===== src/rtl/rob_commit_pkg.sv =====
// Shared Tomasulo definitions: ROB geometry, function-code classes and the
// per-entry record kept by the reorder buffer.
package rob_commit_pkg;

    localparam int ROB_DEPTH  = 8;
    localparam int ROB_IDX_W  = 3;
    localparam int ROB_DATA_W = 16;
    localparam int ROB_REG_W  = 4;
    localparam int ROB_FUNC_W = 4;

    localparam logic [3:0] FUNC_ADD0 = 4'b0000;
    localparam logic [3:0] FUNC_ADD1 = 4'b0001;
    localparam logic [3:0] FUNC_MUL0 = 4'b0010;
    localparam logic [3:0] FUNC_MUL1 = 4'b0011;

    // Rename-tag value the register bank uses for "value lives in the RF".
    localparam logic [3:0] NO_TAG = 4'b1000;

    typedef struct packed {
        logic                  valid;
        logic                  ready;
        logic [ROB_FUNC_W-1:0] func;
        logic [ROB_REG_W-1:0]  rd;
        logic [ROB_DATA_W-1:0] data;
    } rob_entry_t;

endpackage


===== src/rtl/rob_commit_if.sv =====
// Bundle of the issue, CDB, flush and retire signals around the reorder buffer.
interface rob_commit_if #(
    parameter int IDX_W  = 3,
    parameter int DATA_W = 16,
    parameter int REG_W  = 4,
    parameter int FUNC_W = 4
);

    // alloc_valid/alloc_ready is a valid/ready pair: an entry is taken on any
    // clock edge where both are high, alloc_tag names it, and alloc_ready
    // depends only on registered occupancy, never on alloc_valid.
    logic              alloc_valid;
    logic [FUNC_W-1:0] alloc_func;
    logic [REG_W-1:0]  alloc_rd;
    logic              alloc_ready;
    logic [IDX_W-1:0]  alloc_tag;

    logic              cdb_valid;
    logic [IDX_W-1:0]  cdb_tag;
    logic [DATA_W-1:0] cdb_data;

    logic              flush;

    logic              rf_we;
    logic [REG_W-1:0]  rf_addr;
    logic [DATA_W-1:0] rf_data;
    logic [IDX_W-1:0]  rf_tag;

    logic              add_free;
    logic              mul_free;
    logic              bch_free;
    logic              tags_clear_all;
    logic [IDX_W:0]    count;

    modport master (
        output alloc_valid, alloc_func, alloc_rd,
        output cdb_valid, cdb_tag, cdb_data,
        output flush,
        input  alloc_ready, alloc_tag,
        input  rf_we, rf_addr, rf_data, rf_tag,
        input  add_free, mul_free, bch_free, tags_clear_all, count
    );

    modport slave (
        input  alloc_valid, alloc_func, alloc_rd,
        input  cdb_valid, cdb_tag, cdb_data,
        input  flush,
        output alloc_ready, alloc_tag,
        output rf_we, rf_addr, rf_data, rf_tag,
        output add_free, mul_free, bch_free, tags_clear_all, count
    );

endinterface


===== src/rtl/rob_commit_unit_class.sv =====
// Function code to execution-unit class, one-hot {add, mul, bch}; shared with
// the issue stage so both sides agree on which pool a function belongs to.
module rob_unit_class
    import rob_commit_pkg::*;
#(
    parameter int FUNC_W = ROB_FUNC_W
) (
    input  logic [FUNC_W-1:0] func_i,
    output logic              add_o,
    output logic              mul_o,
    output logic              bch_o
);

    always_comb begin
        add_o = 1'b0;
        mul_o = 1'b0;
        bch_o = 1'b0;
        case (func_i)
            FUNC_W'(FUNC_ADD0), FUNC_W'(FUNC_ADD1): add_o = 1'b1;
            FUNC_W'(FUNC_MUL0), FUNC_W'(FUNC_MUL1): mul_o = 1'b1;
            default:                                bch_o = 1'b1;
        endcase
    end

endmodule


===== src/rtl/rob_commit.sv =====
// Reorder buffer: allocates at the tail, collects CDB results, and retires the
// head in program order into the register bank with a pool credit per commit.
module rob_commit
    import rob_commit_pkg::*;
#(
    parameter int DEPTH  = ROB_DEPTH,
    parameter int IDX_W  = ROB_IDX_W,
    parameter int DATA_W = ROB_DATA_W,
    parameter int REG_W  = ROB_REG_W,
    parameter int FUNC_W = ROB_FUNC_W
) (
    input  logic       clk1,
    input  logic       rst_n,
    rob_commit_if.slave bus
);

    rob_entry_t        entries_q [DEPTH];
    rob_entry_t        entries_d [DEPTH];
    logic [IDX_W-1:0]  head_q, head_d;
    logic [IDX_W-1:0]  tail_q, tail_d;
    logic [IDX_W:0]    count_q, count_d;

    logic              rf_we_q, rf_we_d;
    logic [REG_W-1:0]  rf_addr_q, rf_addr_d;
    logic [DATA_W-1:0] rf_data_q, rf_data_d;
    logic [IDX_W-1:0]  rf_tag_q, rf_tag_d;
    logic              add_free_q, add_free_d;
    logic              mul_free_q, mul_free_d;
    logic              bch_free_q, bch_free_d;
    logic              clear_q, clear_d;

    logic              full;
    logic              alloc_fire;
    logic              commit_fire;
    rob_entry_t        head_e;
    logic              head_add, head_mul, head_bch;
    logic [FUNC_W-1:0] head_func;

    // Occupancy comes from the counter; head==tail is ambiguous between empty and full.
    assign full        = (count_q == (IDX_W+1)'(DEPTH));
    assign head_e      = entries_q[head_q];
    assign head_func   = head_e.func;
    assign alloc_fire  = bus.alloc_valid && !full;
    assign commit_fire = head_e.valid && head_e.ready;

    rob_unit_class #(
        .FUNC_W (FUNC_W)
    ) u_unit_class (
        .func_i (head_func),
        .add_o  (head_add),
        .mul_o  (head_mul),
        .bch_o  (head_bch)
    );

    always_comb begin
        entries_d  = entries_q;
        head_d     = head_q;
        tail_d     = tail_q;
        count_d    = count_q;
        rf_we_d    = 1'b0;
        rf_addr_d  = rf_addr_q;
        rf_data_d  = rf_data_q;
        rf_tag_d   = rf_tag_q;
        add_free_d = 1'b0;
        mul_free_d = 1'b0;
        bch_free_d = 1'b0;
        clear_d    = 1'b0;

        if (bus.flush) begin
            for (int i = 0; i < DEPTH; i++) begin
                entries_d[i].valid = 1'b0;
                entries_d[i].ready = 1'b0;
            end
            head_d  = '0;
            tail_d  = '0;
            count_d = '0;
            clear_d = 1'b1;
        end else begin
            // Writebacks to an empty slot are stale broadcasts and are dropped.
            if (bus.cdb_valid && entries_q[bus.cdb_tag].valid) begin
                entries_d[bus.cdb_tag].ready = 1'b1;
                entries_d[bus.cdb_tag].data  = bus.cdb_data;
            end

            if (commit_fire) begin
                entries_d[head_q].valid = 1'b0;
                entries_d[head_q].ready = 1'b0;
                head_d     = head_q + IDX_W'(1);
                rf_we_d    = 1'b1;
                rf_addr_d  = head_e.rd;
                rf_data_d  = head_e.data;
                rf_tag_d   = head_q;
                add_free_d = head_add;
                mul_free_d = head_mul;
                bch_free_d = head_bch;
            end

            // Not full means the tail slot is never the head being retired.
            if (alloc_fire) begin
                entries_d[tail_q].valid = 1'b1;
                entries_d[tail_q].ready = 1'b0;
                entries_d[tail_q].func  = bus.alloc_func;
                entries_d[tail_q].rd    = bus.alloc_rd;
                entries_d[tail_q].data  = '0;
                tail_d = tail_q + IDX_W'(1);
            end

            case ({alloc_fire, commit_fire})
                2'b10:   count_d = count_q + (IDX_W+1)'(1);
                2'b01:   count_d = count_q - (IDX_W+1)'(1);
                default: count_d = count_q;
            endcase
        end
    end

    always_ff @(posedge clk1) begin
        if (!rst_n) begin
            for (int i = 0; i < DEPTH; i++) begin
                entries_q[i] <= '0;
            end
            head_q     <= '0;
            tail_q     <= '0;
            count_q    <= '0;
            rf_we_q    <= 1'b0;
            rf_addr_q  <= '0;
            rf_data_q  <= '0;
            rf_tag_q   <= '0;
            add_free_q <= 1'b0;
            mul_free_q <= 1'b0;
            bch_free_q <= 1'b0;
            clear_q    <= 1'b0;
        end else begin
            entries_q  <= entries_d;
            head_q     <= head_d;
            tail_q     <= tail_d;
            count_q    <= count_d;
            rf_we_q    <= rf_we_d;
            rf_addr_q  <= rf_addr_d;
            rf_data_q  <= rf_data_d;
            rf_tag_q   <= rf_tag_d;
            add_free_q <= add_free_d;
            mul_free_q <= mul_free_d;
            bch_free_q <= bch_free_d;
            clear_q    <= clear_d;
        end
    end

    assign bus.alloc_ready    = !full;
    assign bus.alloc_tag      = tail_q;
    assign bus.rf_we          = rf_we_q;
    assign bus.rf_addr        = rf_addr_q;
    assign bus.rf_data        = rf_data_q;
    assign bus.rf_tag         = rf_tag_q;
    assign bus.add_free       = add_free_q;
    assign bus.mul_free       = mul_free_q;
    assign bus.bch_free       = bch_free_q;
    assign bus.tags_clear_all = clear_q;
    assign bus.count          = count_q;

endmodule


===== src/flat_wrapper.sv =====
// flat-port wrapper written by rule: the top's interface ports become plain ports
module rob_commit_flat import rob_commit_pkg::*;
#(
    parameter int DEPTH  = ROB_DEPTH,
    parameter int IDX_W  = ROB_IDX_W,
    parameter int DATA_W = ROB_DATA_W,
    parameter int REG_W  = ROB_REG_W,
    parameter int FUNC_W = ROB_FUNC_W
)
  (clk1, rst_n, bus_alloc_valid, bus_alloc_func, bus_alloc_rd, bus_cdb_valid, bus_cdb_tag, bus_cdb_data, bus_flush, bus_alloc_ready, bus_alloc_tag, bus_rf_we, bus_rf_addr, bus_rf_data, bus_rf_tag, bus_add_free, bus_mul_free, bus_bch_free, bus_tags_clear_all, bus_count);
  rob_commit_if #(.IDX_W(IDX_W), .DATA_W(DATA_W), .REG_W(REG_W), .FUNC_W(FUNC_W)) bus_i ();
  input  logic clk1;
  input  logic rst_n;
  input wire logic [$bits(bus_i.alloc_valid)-1:0] bus_alloc_valid;
  input wire logic [$bits(bus_i.alloc_func)-1:0] bus_alloc_func;
  input wire logic [$bits(bus_i.alloc_rd)-1:0] bus_alloc_rd;
  input wire logic [$bits(bus_i.cdb_valid)-1:0] bus_cdb_valid;
  input wire logic [$bits(bus_i.cdb_tag)-1:0] bus_cdb_tag;
  input wire logic [$bits(bus_i.cdb_data)-1:0] bus_cdb_data;
  input wire logic [$bits(bus_i.flush)-1:0] bus_flush;
  output wire logic [$bits(bus_i.alloc_ready)-1:0] bus_alloc_ready;
  output wire logic [$bits(bus_i.alloc_tag)-1:0] bus_alloc_tag;
  output wire logic [$bits(bus_i.rf_we)-1:0] bus_rf_we;
  output wire logic [$bits(bus_i.rf_addr)-1:0] bus_rf_addr;
  output wire logic [$bits(bus_i.rf_data)-1:0] bus_rf_data;
  output wire logic [$bits(bus_i.rf_tag)-1:0] bus_rf_tag;
  output wire logic [$bits(bus_i.add_free)-1:0] bus_add_free;
  output wire logic [$bits(bus_i.mul_free)-1:0] bus_mul_free;
  output wire logic [$bits(bus_i.bch_free)-1:0] bus_bch_free;
  output wire logic [$bits(bus_i.tags_clear_all)-1:0] bus_tags_clear_all;
  output wire logic [$bits(bus_i.count)-1:0] bus_count;
  assign bus_i.alloc_valid = bus_alloc_valid;
  assign bus_i.alloc_func = bus_alloc_func;
  assign bus_i.alloc_rd = bus_alloc_rd;
  assign bus_i.cdb_valid = bus_cdb_valid;
  assign bus_i.cdb_tag = bus_cdb_tag;
  assign bus_i.cdb_data = bus_cdb_data;
  assign bus_i.flush = bus_flush;
  assign bus_alloc_ready = bus_i.alloc_ready;
  assign bus_alloc_tag = bus_i.alloc_tag;
  assign bus_rf_we = bus_i.rf_we;
  assign bus_rf_addr = bus_i.rf_addr;
  assign bus_rf_data = bus_i.rf_data;
  assign bus_rf_tag = bus_i.rf_tag;
  assign bus_add_free = bus_i.add_free;
  assign bus_mul_free = bus_i.mul_free;
  assign bus_bch_free = bus_i.bch_free;
  assign bus_tags_clear_all = bus_i.tags_clear_all;
  assign bus_count = bus_i.count;
  rob_commit #(.DEPTH(DEPTH), .IDX_W(IDX_W), .DATA_W(DATA_W), .REG_W(REG_W), .FUNC_W(FUNC_W)) u_core (.clk1(clk1), .rst_n(rst_n), .bus(bus_i));
endmodule

===== config.mk =====
export PLATFORM = sky130hd
export DESIGN_NAME = rob_commit_flat
export DESIGN_NICKNAME = d
export VERILOG_FILES = /design/src/rtl/rob_commit_pkg.sv /design/src/rtl/rob_commit_if.sv /design/src/rtl/rob_commit_unit_class.sv /design/src/rtl/rob_commit.sv /design/src/flat_wrapper.sv
export SDC_FILE = /design/constraint.sdc
export NUM_CORES = 1
export LEC_CHECK = 0
export CAP_MARGIN = 30
export CORE_UTILIZATION = 45
export DETAILED_ROUTE_END_ITERATION = 12
export PLACE_DENSITY = 0.74
export SLEW_MARGIN = 20
export SYNTH_ARGS = -nofsm -noshare
export SYNTH_HDL_FRONTEND = slang
export SYNTH_HIERARCHICAL = 1
export SYNTH_SLANG_ARGS = --single-unit

===== constraint.sdc =====
create_clock -name clk1 -period 3.53 [get_ports clk1]
set_clock_uncertainty 0.05 [all_clocks]
set_input_delay 0.706 -clock clk1 [delete_from_list [all_inputs] [get_ports clk1]]
set_output_delay 0.706 -clock clk1 [all_outputs]
set_load 0.005 [all_outputs]

==> results summary <==
In the finished design, the share of the clock period the worst path needs comes to 0.8756. The final critical path time including I/O delays and setup is 3.091 ns. The via count of the first global-routing pass came out at 8,774. The area growth from synthesis to layout is 14.83%. The setup-violating endpoint count in the final report is 0. The area of the mapped netlist came out at 11,260 µm². The critical register-to-register path endpoint is u_core/bus.count[2]. The floorplan row count came out at 57. The average cell area after synthesis is 9.746 µm². For this design the ratio of total power to cell area is 431.8 nW/µm². At the worst endpoint, the required time is 3.93 ns. The number of nets in the synthesized netlist came out at ~1.2k. The total CTS buffers is 26. The switching share of power is 0.2193. STA puts the critical path data arrival time at between 3 and 4 ns. The commonest non-fill, non-tap cell in the layout is sky130_fd_sc_hd__dfxtp_1. The internal power summed over all cells came out at about 0.0044 W.

In the layout the commonest cells are 235 x sky130_fd_sc_hd__dfxtp_1, 163 x sky130_fd_sc_hd__nor2b_1, 98 x sky130_fd_sc_hd__nand2_1, 96 x sky130_fd_sc_hd__a22oi_1, 75 x sky130_fd_sc_hd__mux2i_1. The wire length per cell is between 15 and 20 µm. The peak per-stage delay on the critical path came out at 0.46 ns. Setup repair after global routing left no endpoint under its margin. The number of cell instances on the worst register-to-register path came out at 12.

After clock tree synthesis, the repair step resized 0 gates. Measured along the y axis, the die boundary spans around 160 µm. The transition time at the pin with the least slew margin came out at 0.8621 ns.

Across the whole layout, storage elements account for 4771 µm². The number of top-level pins is between 60 and 70. The number of DRC violations after detailed-routing iteration 0 is 741.

The tree is rooted in a sky130_fd_sc_hd__clkbuf_16. The number of hold-slack violations in the final timing report is 0. Entering global routing, the biggest net connects 186 pins. The clock latency on the worst-skew pair came out at 0.53 ns. For this block, the via count after detailed routing is a little over 9k. The type of the tightest min-delay check is flip-flop to flip-flop.

The sink count of the clock tree came out at around 240. The initial cell density of the core came out at 0.4602. The worst-case register-to-register setup slack is 0.44 ns.

Using the TritonRoute via totals, the vias-per-cell ratio works out to 5.974. The number of warnings printed during yosys synthesis came out at 6. In this design, the largest share of critical-path delay is due to compound AO/OA/AOI/OAI gates. For this block, the routed nets add up to about 30 mm of wire. TritonCTS built the clock tree. Traced cell by cell, the critical path runs through buf_4 > nor2_1 > a2bb2oi_1 > a31oi_1 > nor2_1 > ha_1 > xor2_1 > ha_1 > a21oi_1 > xor2_1 > or3_1 > a21oi_1. Summed over all layers, the global routing overflow is 0. The first detailed-routing pass took 5 iterations. The floorplan die area is 25,650 µm². The clock passes through at most 3 buffers. The count of max-cap constraint violations is 0. The relative slew slack is 0.4253.

In this run the critical register-to-register path is launched from u_core/head_q[1]. In this run the power spent charging and discharging nets is 0.001224 W. The worst hold path cell count came out at 2. The first-pass GRT wire length is 47.59 mm. The largest fanout on the critical path came out at 14. The multi-input combinational cells in the finished layout cover a total of 5989 µm².

The number of antenna diodes in the final layout is 0. The total area inside the core boundary comes to ~24,000 µm². After clock tree synthesis, the clock-pin slew on the worst setup and hold paths is 0.06 ns.

The share of cells above drive strength 1 is 0.1187. The worst setup path is captured at a flip-flop. The count of nets left with antenna violations after detail routing came out at 0. The post-layout net count came out at approximately 1.2k. The post-detailed-placement cell area came out at between 10,000 and 15,000 µm². The filler cell count is 2,169. The initial antenna violation count came out at 0. The instance count after placement with tap cells included is approximately 1.5k. The peak supply drop came out at 0.4916 mV. The end of the worst hold path is u_core/bus.rf_addr[2]. The half-perimeter wire length after placement is approximately 18 mm. The share of total power dissipated in combinational logic is 0.044.

The global-route usage over all layers is 0.2302. The combined buffer and inverter count along the critical path is 1. The count of final max-slew check failures is 0.

From left edge to right edge, the die measures 160.2 µm. The finished cells cover roughly 13,000 µm². The largest individual stage delay along the critical path comes from the cell sky130_fd_sc_hd__dfxtp_2. The hold buffer count at cts came out at 0. The total number of H-tree levels came out at 1.

The cell count after synthesis is around 1.2k. Routability-driven placement finished with a final weighted congestion of 0.8637. The fraction of power consumed by sequential logic is 0.484. Port buffering added 66 buffers.

The startpoint identified for the worst hold timing path is u_core/bus.rf_addr[2]. The worst setup path is launched from a flip-flop. The setup TNS is 0 ns.

The analysis attributes to cell leakage a power of 4.277 nW. The flow ran to the end, and the final reports show no timing, DRC or antenna violations. The number of remaining DRC errors is 0. The fmax is 323.5 MHz. Of the total power, the clock network draws 0.471.

The number of setup buffers added after CTS is 0. The final cell count without fillers is 1,520. The setup path with the least slack is of type flip-flop to flip-flop.
-- power by group through the flow --
stage | Combinational (W) | Sequential (W) | Clock (W)
floorplan | 0.000154 | 0.00276 | 0
global placement | 0.000243 | 0.00276 | 0
detailed placement | 0.000243 | 0.00276 | 0
CTS | 0.000244 | 0.00270 | 0.00267
global route | 0.000263 | 0.00270 | 0.00278
finish | 0.000248 | 0.00270 | 0.00263
-- flip-flops by register name, summed over array words and instances, names as in the netlist --
signal	count
u_core/bus.rf_addr	4
u_core/entries_q	200
u_core/bus.add_free	1
u_core/bus.rf_tag	3
u_core/head_q	3
u_core/bus.mul_free	1
u_core/bus.rf_we	1
u_core/bus.bch_free	1
u_core/bus.count	4
u_core/bus.rf_data	16
u_core/bus.tags_clear_all	1
u_core/bus.alloc_tag	3
-- metal layers --
layer  GRT usage  up-vias  routed length, µm
li1            -     4253                  -
met4     0.06926        0                780
met1      0.3113     4417              13140
met3     0.04442       63               2282
met5           0        -                  0
met2      0.3711      347              13650
-- area by class of cell --
type,instances,share of cell area
inverters,8,0.002323
clock inverters,3,0.001452
flip-flops and latches,238,0.3691
clock buffers,43,0.06311
well taps,324,0.03136
multi-input cells,809,0.4634
repair buffers,95,0.06931
-- worst register-to-register path: cells and delay by family, from the launching register on --
family,cells,cell delay (ns)
DFF,1,0.46
and+or+nand+nor,3,0.69
adders and majority gates,2,0.48
AOI/OAI and AO/OA,4,0.73
xor gates and xnor gates,2,0.34
buffers and inverters,1,0.29
-- per-stage QoR --
stage / util / hold slack (ns) / power [W] / setup slack (ns)
after detailed placement: 0.4943 / 0.3990 / 0.003006 / 0.4498
final: 0.5284 / 0.4069 / 0.005582 / 0.4390
after floorplan: - / 0.3687 / 0.002914 / 0.9661
after CTS: 0.5284 / 0.4098 / 0.005620 / 0.4701
after global routing: 0.5284 / 0.4319 / 0.005748 / 0.1916
after global placement: 0.4943 / 0.3827 / 0.003005 / 0.4948
-- worst max path at each step --
stage                     cells past startpoint                  end           startpoint
after CTS                                    12  u_core/bus.count[2]     u_core/head_q[1]
final                                        12  u_core/bus.count[2]     u_core/head_q[1]
after global placement                        9  u_core/bus.count[2]      bus_alloc_valid
after detailed placement                      9  u_core/bus.count[2]      bus_alloc_valid
after floorplan                              11  u_core/bus.count[2]  u_core/bus.count[0]
after global routing                         12  u_core/bus.count[2]     u_core/head_q[1]
Power figures use the tool's default switching activity.
